[src/rtl/alu_pkg.sv]
// Shared definitions for the ALU issue controller: word width,
// ALU op-codes and the issue FSM state encoding.
package alu_pkg;

    localparam int unsigned WORD_W = 32;

    typedef enum logic [3:0] {
        OP_ADD   = 4'd0,
        OP_SUB   = 4'd1,
        OP_AND   = 4'd2,
        OP_OR    = 4'd3,
        OP_XOR   = 4'd4,
        OP_NOT_A = 4'd5,
        OP_NOT_B = 4'd6
    } alu_op_e;

    typedef enum logic [1:0] {
        ST_IDLE = 2'd0,
        ST_LO   = 2'd1,
        ST_HI   = 2'd2,
        ST_DONE = 2'd3
    } state_e;

    // Only add and sub propagate a carry/borrow between passes and to the result.
    function automatic logic op_has_carry(input logic [3:0] op);
        return (op == OP_ADD) || (op == OP_SUB);
    endfunction

endpackage

[src/rtl/alu_issue_ctrl.sv]
// Issue controller for an external combinational 32-bit ALU: accepts one
// 32- or 64-bit command, sequences it through one or two ALU passes and
// holds the result until it is consumed.
module alu_issue_ctrl
    import alu_pkg::*;
#(
    parameter int unsigned CNT_W = 16
) (
    input  logic                  clk,
    input  logic                  rst_n,
    input  logic                  cmd_valid,
    output logic                  cmd_ready,
    input  logic [3:0]            cmd_op,
    input  logic                  cmd_wide,
    input  logic [2*WORD_W-1:0]   cmd_a,
    input  logic [2*WORD_W-1:0]   cmd_b,
    input  logic                  cmd_cin,
    output logic [WORD_W-1:0]     alu_a,
    output logic [WORD_W-1:0]     alu_b,
    output logic                  alu_cin,
    output logic [3:0]            alu_op,
    input  logic [WORD_W-1:0]     alu_result,
    input  logic                  alu_cout,
    output logic                  res_valid,
    input  logic                  res_ready,
    output logic [2*WORD_W-1:0]   res_data,
    output logic                  res_carry,
    output logic [CNT_W-1:0]      op_count
);

    state_e                state_q, state_d;
    logic [3:0]            op_q, op_d;
    logic                  wide_q, wide_d;
    logic [2*WORD_W-1:0]   a_q, a_d;
    logic [2*WORD_W-1:0]   b_q, b_d;
    logic                  cin_q, cin_d;
    logic                  carry_q, carry_d;
    logic [2*WORD_W-1:0]   res_data_q, res_data_d;
    logic [CNT_W-1:0]      cnt_q, cnt_d;
    logic                  cmd_ready_q, cmd_ready_d;
    logic                  res_valid_q, res_valid_d;

    // Next-state and datapath capture for the issue FSM.
    always_comb begin
        state_d    = state_q;
        op_d       = op_q;
        wide_d     = wide_q;
        a_d        = a_q;
        b_d        = b_q;
        cin_d      = cin_q;
        carry_d    = carry_q;
        res_data_d = res_data_q;
        cnt_d      = cnt_q;
        case (state_q)
            ST_IDLE: begin
                if (cmd_valid) begin
                    op_d    = cmd_op;
                    wide_d  = cmd_wide;
                    a_d     = cmd_a;
                    b_d     = cmd_b;
                    cin_d   = cmd_cin;
                    state_d = ST_LO;
                end
            end
            ST_LO: begin
                res_data_d = {{WORD_W{1'b0}}, alu_result};
                carry_d    = alu_cout;
                state_d    = wide_q ? ST_HI : ST_DONE;
            end
            ST_HI: begin
                res_data_d[2*WORD_W-1:WORD_W] = alu_result;
                carry_d                       = alu_cout;
                state_d                       = ST_DONE;
            end
            ST_DONE: begin
                if (res_ready) begin
                    cnt_d   = cnt_q + CNT_W'(1);
                    state_d = ST_IDLE;
                end
            end
            default: state_d = ST_IDLE;
        endcase
        // Handshake outputs are registered, so decode them from the next state.
        cmd_ready_d = (state_d == ST_IDLE);
        res_valid_d = (state_d == ST_DONE);
    end

    // ALU drive: low word in LO, high word with chained carry in HI, zero otherwise.
    always_comb begin
        alu_a   = '0;
        alu_b   = '0;
        alu_cin = 1'b0;
        alu_op  = '0;
        case (state_q)
            ST_LO: begin
                alu_a   = a_q[WORD_W-1:0];
                alu_b   = b_q[WORD_W-1:0];
                alu_cin = cin_q;
                alu_op  = op_q;
            end
            ST_HI: begin
                alu_a   = a_q[2*WORD_W-1:WORD_W];
                alu_b   = b_q[2*WORD_W-1:WORD_W];
                alu_cin = op_has_carry(op_q) & carry_q;
                alu_op  = op_q;
            end
            default: ;
        endcase
    end

    // State and datapath registers; reset discards any operation in flight.
    always_ff @(posedge clk or negedge rst_n) begin
        if (!rst_n) begin
            state_q     <= ST_IDLE;
            op_q        <= '0;
            wide_q      <= 1'b0;
            a_q         <= '0;
            b_q         <= '0;
            cin_q       <= 1'b0;
            carry_q     <= 1'b0;
            res_data_q  <= '0;
            cnt_q       <= '0;
            cmd_ready_q <= 1'b1;
            res_valid_q <= 1'b0;
        end else begin
            state_q     <= state_d;
            op_q        <= op_d;
            wide_q      <= wide_d;
            a_q         <= a_d;
            b_q         <= b_d;
            cin_q       <= cin_d;
            carry_q     <= carry_d;
            res_data_q  <= res_data_d;
            cnt_q       <= cnt_d;
            cmd_ready_q <= cmd_ready_d;
            res_valid_q <= res_valid_d;
        end
    end

    assign cmd_ready = cmd_ready_q;
    assign res_valid = res_valid_q;
    assign res_data  = res_data_q;
    assign res_carry = op_has_carry(op_q) & carry_q;
    assign op_count  = cnt_q;

endmodule

[config.mk]
export PLATFORM = sky130hd
export DESIGN_NAME = alu_issue_ctrl
export DESIGN_NICKNAME = d
export VERILOG_FILES = /design/src/rtl/alu_pkg.sv /design/src/rtl/alu_issue_ctrl.sv
export SDC_FILE = /design/constraint.sdc
export NUM_CORES = 1
export LEC_CHECK = 0
export ABC_AREA = 1
export CORE_MARGIN = 2
export CORE_UTILIZATION = 43
export CTS_BUF_LIST = sky130_fd_sc_hd__clkbuf_4 sky130_fd_sc_hd__clkbuf_8
export DETAILED_ROUTE_END_ITERATION = 12
export PLACE_DENSITY = 0.86
export REMOVE_ABC_BUFFERS = 1
export SLEW_MARGIN = 20
export SYNTH_ARGS = -nofsm -noshare
export SYNTH_HDL_FRONTEND = slang
export SYNTH_SLANG_ARGS = --single-unit
export TNS_END_PERCENT = 1
[constraint.sdc]
create_clock -name clk -period 1.8 [get_ports clk]
set_input_delay 0.36 -clock clk [delete_from_list [all_inputs] [get_ports clk]]
set_output_delay 0.36 -clock clk [all_outputs]
set_load 0.01 [all_outputs]
==> impl_metrics.prom <==
# TYPE chip_impl_metric gauge
chip_impl_metric{name="detail_route.wirelength",unit="um"} 29300
chip_impl_info{name="worst_hold_path_type",value="primary input to async pin"} 1
chip_impl_info{name="setup_repair_after_global_routing_missed_its_margin",value="yes"} 1
chip_impl_metric{name="maxcap_viol_count",unit=""} 0
chip_impl_metric{name="clkLatencyLatePin",unit="ps"} 520
chip_impl_metric{name="first_pass_grt_wire_length",unit="um"} 46000
chip_impl_info{name="clock-root-buffer",value="sky130_fd_sc_hd__clkbuf_8"} 1
chip_impl_metric{name="adder_cell_fraction_of_synth_area",unit="%"} 0.776
chip_impl_metric{name="hpwlAfterDp",unit="um"} 19500
chip_impl_metric{name="synth_area",unit="mm2"} 0.00967
chip_impl_metric{name="finalWorstPathRequiredPeriod",unit="ps"} 2380
chip_impl_metric{name="timing.critical_path.required",unit="ps"} 1440
chip_impl_metric{name="peakVddDrop",unit="V"} 0.00144
chip_impl_info{name="layout.cells.most_common",value="sky130_fd_sc_hd__dfrtp_1"} 1
chip_impl_metric{name="max_clock_freq",unit="MHz"} 420
chip_impl_metric{name="ys_ff_latch",unit=""} 219
chip_impl_metric{name="timing.critical_path.fanout_max",unit=""} 9
chip_impl_info{name="cts_tree",value="yes"} 1
chip_impl_metric{name="final-hold-violation-count",unit=""} 0
chip_impl_metric{name="place.port_buffers",unit=""} 322
chip_impl_info{name="violations",value="setup timing"} 1
chip_impl_metric{name="gp_congestion",unit=""} 0.851
chip_impl_metric{name="synth-simple-area-share",unit="%"} 13.9
chip_impl_metric{name="cts_max_path_buffers",unit=""} 3
chip_impl_info{name="main_combinational_cell_family_by_area_after_synthesis",value="multiplexers"} 1
chip_impl_metric{name="synth-compound-area-share",unit="%"} 3.99
chip_impl_metric{name="total_cts_buffers",unit=""} 37
chip_impl_info{name="postSynth.topFlopCell",value="sky130_fd_sc_hd__dfrtp_1"} 1
chip_impl_info{name="critical_path.reg2reg.endpoint",value="res_data[8]"} 1
chip_impl_metric{name="num-fill-cells",unit=""} 1544
chip_impl_metric{name="slew_violations",unit=""} 0
chip_impl_metric{name="die_outline_height",unit="um"} 154
chip_impl_metric{name="drt_pre_antenna_iters",unit=""} 4
chip_impl_metric{name="syn_to_final_growth",unit="%"} 54.2
chip_impl_metric{name="drc_errors",unit=""} 0
chip_impl_metric{name="finalCoreUtilization",unit="%"} 67.9
chip_impl_info{name="critical_path.reg2reg.startpoint",value="state_q[1]"} 1
chip_impl_metric{name="ys_async_sr_fraction",unit="%"} 100
chip_impl_metric{name="synth_edf_count",unit=""} 0
chip_impl_metric{name="grtUsageTotal",unit="%"} 24.5
chip_impl_metric{name="instances_no_fill",unit=""} 1578
chip_impl_metric{name="synth.yosys.warnings",unit=""} 0
chip_impl_metric{name="antenna_cells_inserted",unit=""} 0
chip_impl_metric{name="number_of_global_route_vias_before_repair",unit=""} 8701
chip_impl_info{name="cpMaxStageDelayCell",value="sky130_fd_sc_hd__ha_4"} 1
chip_impl_metric{name="grt_start_max_net_pins",unit=""} 65
chip_impl_info{name="timing.critical_path.cells",value="inv_2 -> ha_4 -> buf_12 -> buf_12 -> buf_12 -> nand3_1 -> nand2_1 -> buf_2"} 1
chip_impl_metric{name="setup_violations",unit=""} 69
chip_impl_metric{name="finalCritPeriodShare",unit="%"} 132
chip_impl_metric{name="critical_path_max_stage_delay",unit="ps"} 370
chip_impl_metric{name="ctsHtreeMaxLevel",unit=""} 2
chip_impl_metric{name="vias_per_cell",unit=""} 5.11
chip_impl_metric{name="power_per_cell_area",unit="mW/mm2"} 1920
chip_impl_info{name="worst_path_dominant_cell_family",value="buffers and inverters"} 1
chip_impl_info{name="end_kind",value="output port"} 1
chip_impl_metric{name="global_route.overflow_total",unit=""} 0
chip_impl_metric{name="setup_slack",unit="ps"} -582
chip_impl_metric{name="finalClockSkew",unit="ps"} 21.4
chip_impl_metric{name="pre_cts_ws",unit="ps"} -364
chip_impl_info{name="top_library_cells_by_usage_in_the_layout_fill_and_taps_aside",value="sky130_fd_sc_hd__dfrtp_1, sky130_fd_sc_hd__clkdlybuf4s50_1, sky130_fd_sc_hd__nand2_1"} 1
chip_impl_info{name="crit_path_frequent_cell",value="sky130_fd_sc_hd__buf_12"} 1
chip_impl_metric{name="num_rows",unit=""} 54
chip_impl_metric{name="detail_route.wl_per_cell",unit="um"} 18.6
chip_impl_info{name="worstSetupStartpointType",value="flop"} 1
chip_impl_metric{name="die_area",unit="mm2"} 0.0237
chip_impl_metric{name="boundaryPins",unit=""} 323
chip_impl_metric{name="ff2ff_path_depth",unit=""} 8
chip_impl_info{name="run_status",value="finished, violations left"} 1
chip_impl_metric{name="max_slew.worst_pin.slew",unit="ps"} 404
chip_impl_metric{name="holdWs",unit="ps"} 352
chip_impl_metric{name="core-area",unit="mm2"} 0.0220
chip_impl_metric{name="detailroute.via_count",unit=""} 8069
chip_impl_info{name="crit_type",value="flop to output port"} 1
chip_impl_metric{name="antenna_violating_nets_post_route",unit=""} 0
chip_impl_metric{name="fin_nets",unit=""} 1446
chip_impl_metric{name="cp.buffers_inverters",unit=""} 5
chip_impl_metric{name="floorplan.initialDensity",unit="%"} 44.0
chip_impl_metric{name="syn_inst",unit=""} 890
chip_impl_metric{name="distinct_cell_type_count_after_synthesis",unit=""} 29
chip_impl_metric{name="first_iter_violations",unit=""} 348
chip_impl_metric{name="postSynthAreaPerCell",unit="um2"} 10.9
chip_impl_metric{name="synthXorXnorAreaFrac",unit="%"} 0.906
chip_impl_metric{name="dp_cells",unit=""} 1485
chip_impl_metric{name="relSlewSlack",unit="%"} 73.0
chip_impl_metric{name="die_width",unit="um"} 154
chip_impl_metric{name="cts.sink_count",unit=""} 219
chip_impl_metric{name="reg2reg_setup_slack",unit="ps"} 150
chip_impl_metric{name="power.leakage",unit="nW"} 7.59
chip_impl_metric{name="ys_seq_area_share",unit="%"} 56.7
chip_impl_metric{name="clk_transition_reported_paths",unit="ps"} 60
chip_impl_metric{name="grt_antenna_before_repair",unit=""} 0
chip_impl_metric{name="worst_ep_arrival_time",unit="ps"} 2020
chip_impl_metric{name="yosys-mux-area-fraction",unit="%"} 17.0
chip_impl_metric{name="final_layout_size_suffix_gt1_share",unit="%"} 29.0
[power by group]
part	switching, mW	internal [mW]
clock network	2.06	3.03
registers	1.45	7.31
logic	6.79	8.02
[worst reg2reg max path, stage by stage (launching register included)]
cell	delay (ps)
sky130_fd_sc_hd__dfrtp_1	380
sky130_fd_sc_hd__inv_2	90
sky130_fd_sc_hd__buf_4	120
sky130_fd_sc_hd__ha_4	220
sky130_fd_sc_hd__buf_4	190
sky130_fd_sc_hd__inv_2	60
sky130_fd_sc_hd__buf_12	180
sky130_fd_sc_hd__nand2_1	150
sky130_fd_sc_hd__o21ai_0	120
[timing repair]
action	CTS	global route
hold buffers	1	0
pin swaps	28	23
setup buffers	17	1
setup endpoints to repair	108	98
hold endpoints to repair	37	0
resized for setup	361	60
cloned	6	0
[layer usage]
layer  global-route usage (%)  wire (um)  vias to the layer above
met4                     7.39        687                        0
met1                     28.9      11400                     3923
li1                         -          -                     3724
met3                     7.44       2540                       48
met2                     43.0      14600                      374
met5                        0          0                        -
[flip-flops by register name, indices dropped and copies added, names as in the netlist]
signal,flops
a_q,64
b_q,64
carry_q,1
cin_q,1
cmd_ready,1
op_count,16
op_q,4
res_data,64
res_valid,1
state_q,2
wide_q,1
[cell type report]
cell class / instances / area, um2 / area share [%]
Clock buffer: 54 / 724 / 4.86
Clock inverter: 14 / 148 / 0.990
Inverter: 95 / 357 / 2.39
Multi-Input combinational cell: 519 / 3720 / 24.9
Sequential cell: 219 / 5480 / 36.8
Tap cell: 280 / 350 / 2.35
Timing Repair Buffer: 397 / 4130 / 27.7
[how the worst max path moves through the flow]
stage               startpoint   endpoint  slack, ps  cells past startpoint
floorplan           state_q[0]    alu_cin      -3660                      4
global placement    state_q[0]  alu_a[17]       -350                      7
detailed placement  state_q[0]   alu_b[4]       -360                      7
CTS                 state_q[0]   alu_a[0]       -610                      7
global route        state_q[0]  alu_b[16]       -720                      8
finish              state_q[0]  alu_b[16]       -580                      8
[logic make-up after synthesis]
group,count (synthesis)
flops,219
fa+ha+maj,6
xor+xnor,10
simple gates,301
buf+inv,152
mux,133
compound gates,69
[per-stage QoR]
stage | TNS [ps] | instance area (um2) | total power [mW]
2_1_floorplan | -455410 | 9380 | 13.5
3_3_place_gp | -26550 | 13600 | 21.6
3_5_place_dp | -24990 | 13600 | 22.1
4_1_cts | -35000 | 14700 | 28.4
5_1_grt | -39350 | 14900 | 30.3
6_report | -31550 | 14900 | 28.7
[Yosys cell counts, types with 2 or more instances]
cell	count	area (um2)
sky130_fd_sc_hd__buf_1	11	41.3
sky130_fd_sc_hd__buf_2	28	140
sky130_fd_sc_hd__buf_6	6	67.6
sky130_fd_sc_hd__clkbuf_1	12	45.0
sky130_fd_sc_hd__dfrtp_1	218	5460
sky130_fd_sc_hd__ha_1	6	75.1
sky130_fd_sc_hd__inv_1	93	349
sky130_fd_sc_hd__inv_2	2	7.51
sky130_fd_sc_hd__mux2_1	8	90.1
sky130_fd_sc_hd__mux2_2	85	957
sky130_fd_sc_hd__mux2_4	40	601
sky130_fd_sc_hd__nand2_1	136	510
sky130_fd_sc_hd__nand2_2	2	12.5
sky130_fd_sc_hd__nand3_1	137	686
sky130_fd_sc_hd__nand4_1	5	31.3
sky130_fd_sc_hd__nor2_1	12	45.0
sky130_fd_sc_hd__nor2_2	3	18.8
sky130_fd_sc_hd__nor3_1	2	10.0
sky130_fd_sc_hd__o21ai_0	35	175
sky130_fd_sc_hd__o22ai_1	32	200
sky130_fd_sc_hd__xnor2_1	2	17.5
sky130_fd_sc_hd__xor2_1	8	70.1
Note: power is estimated with default switching activity, not from simulation.
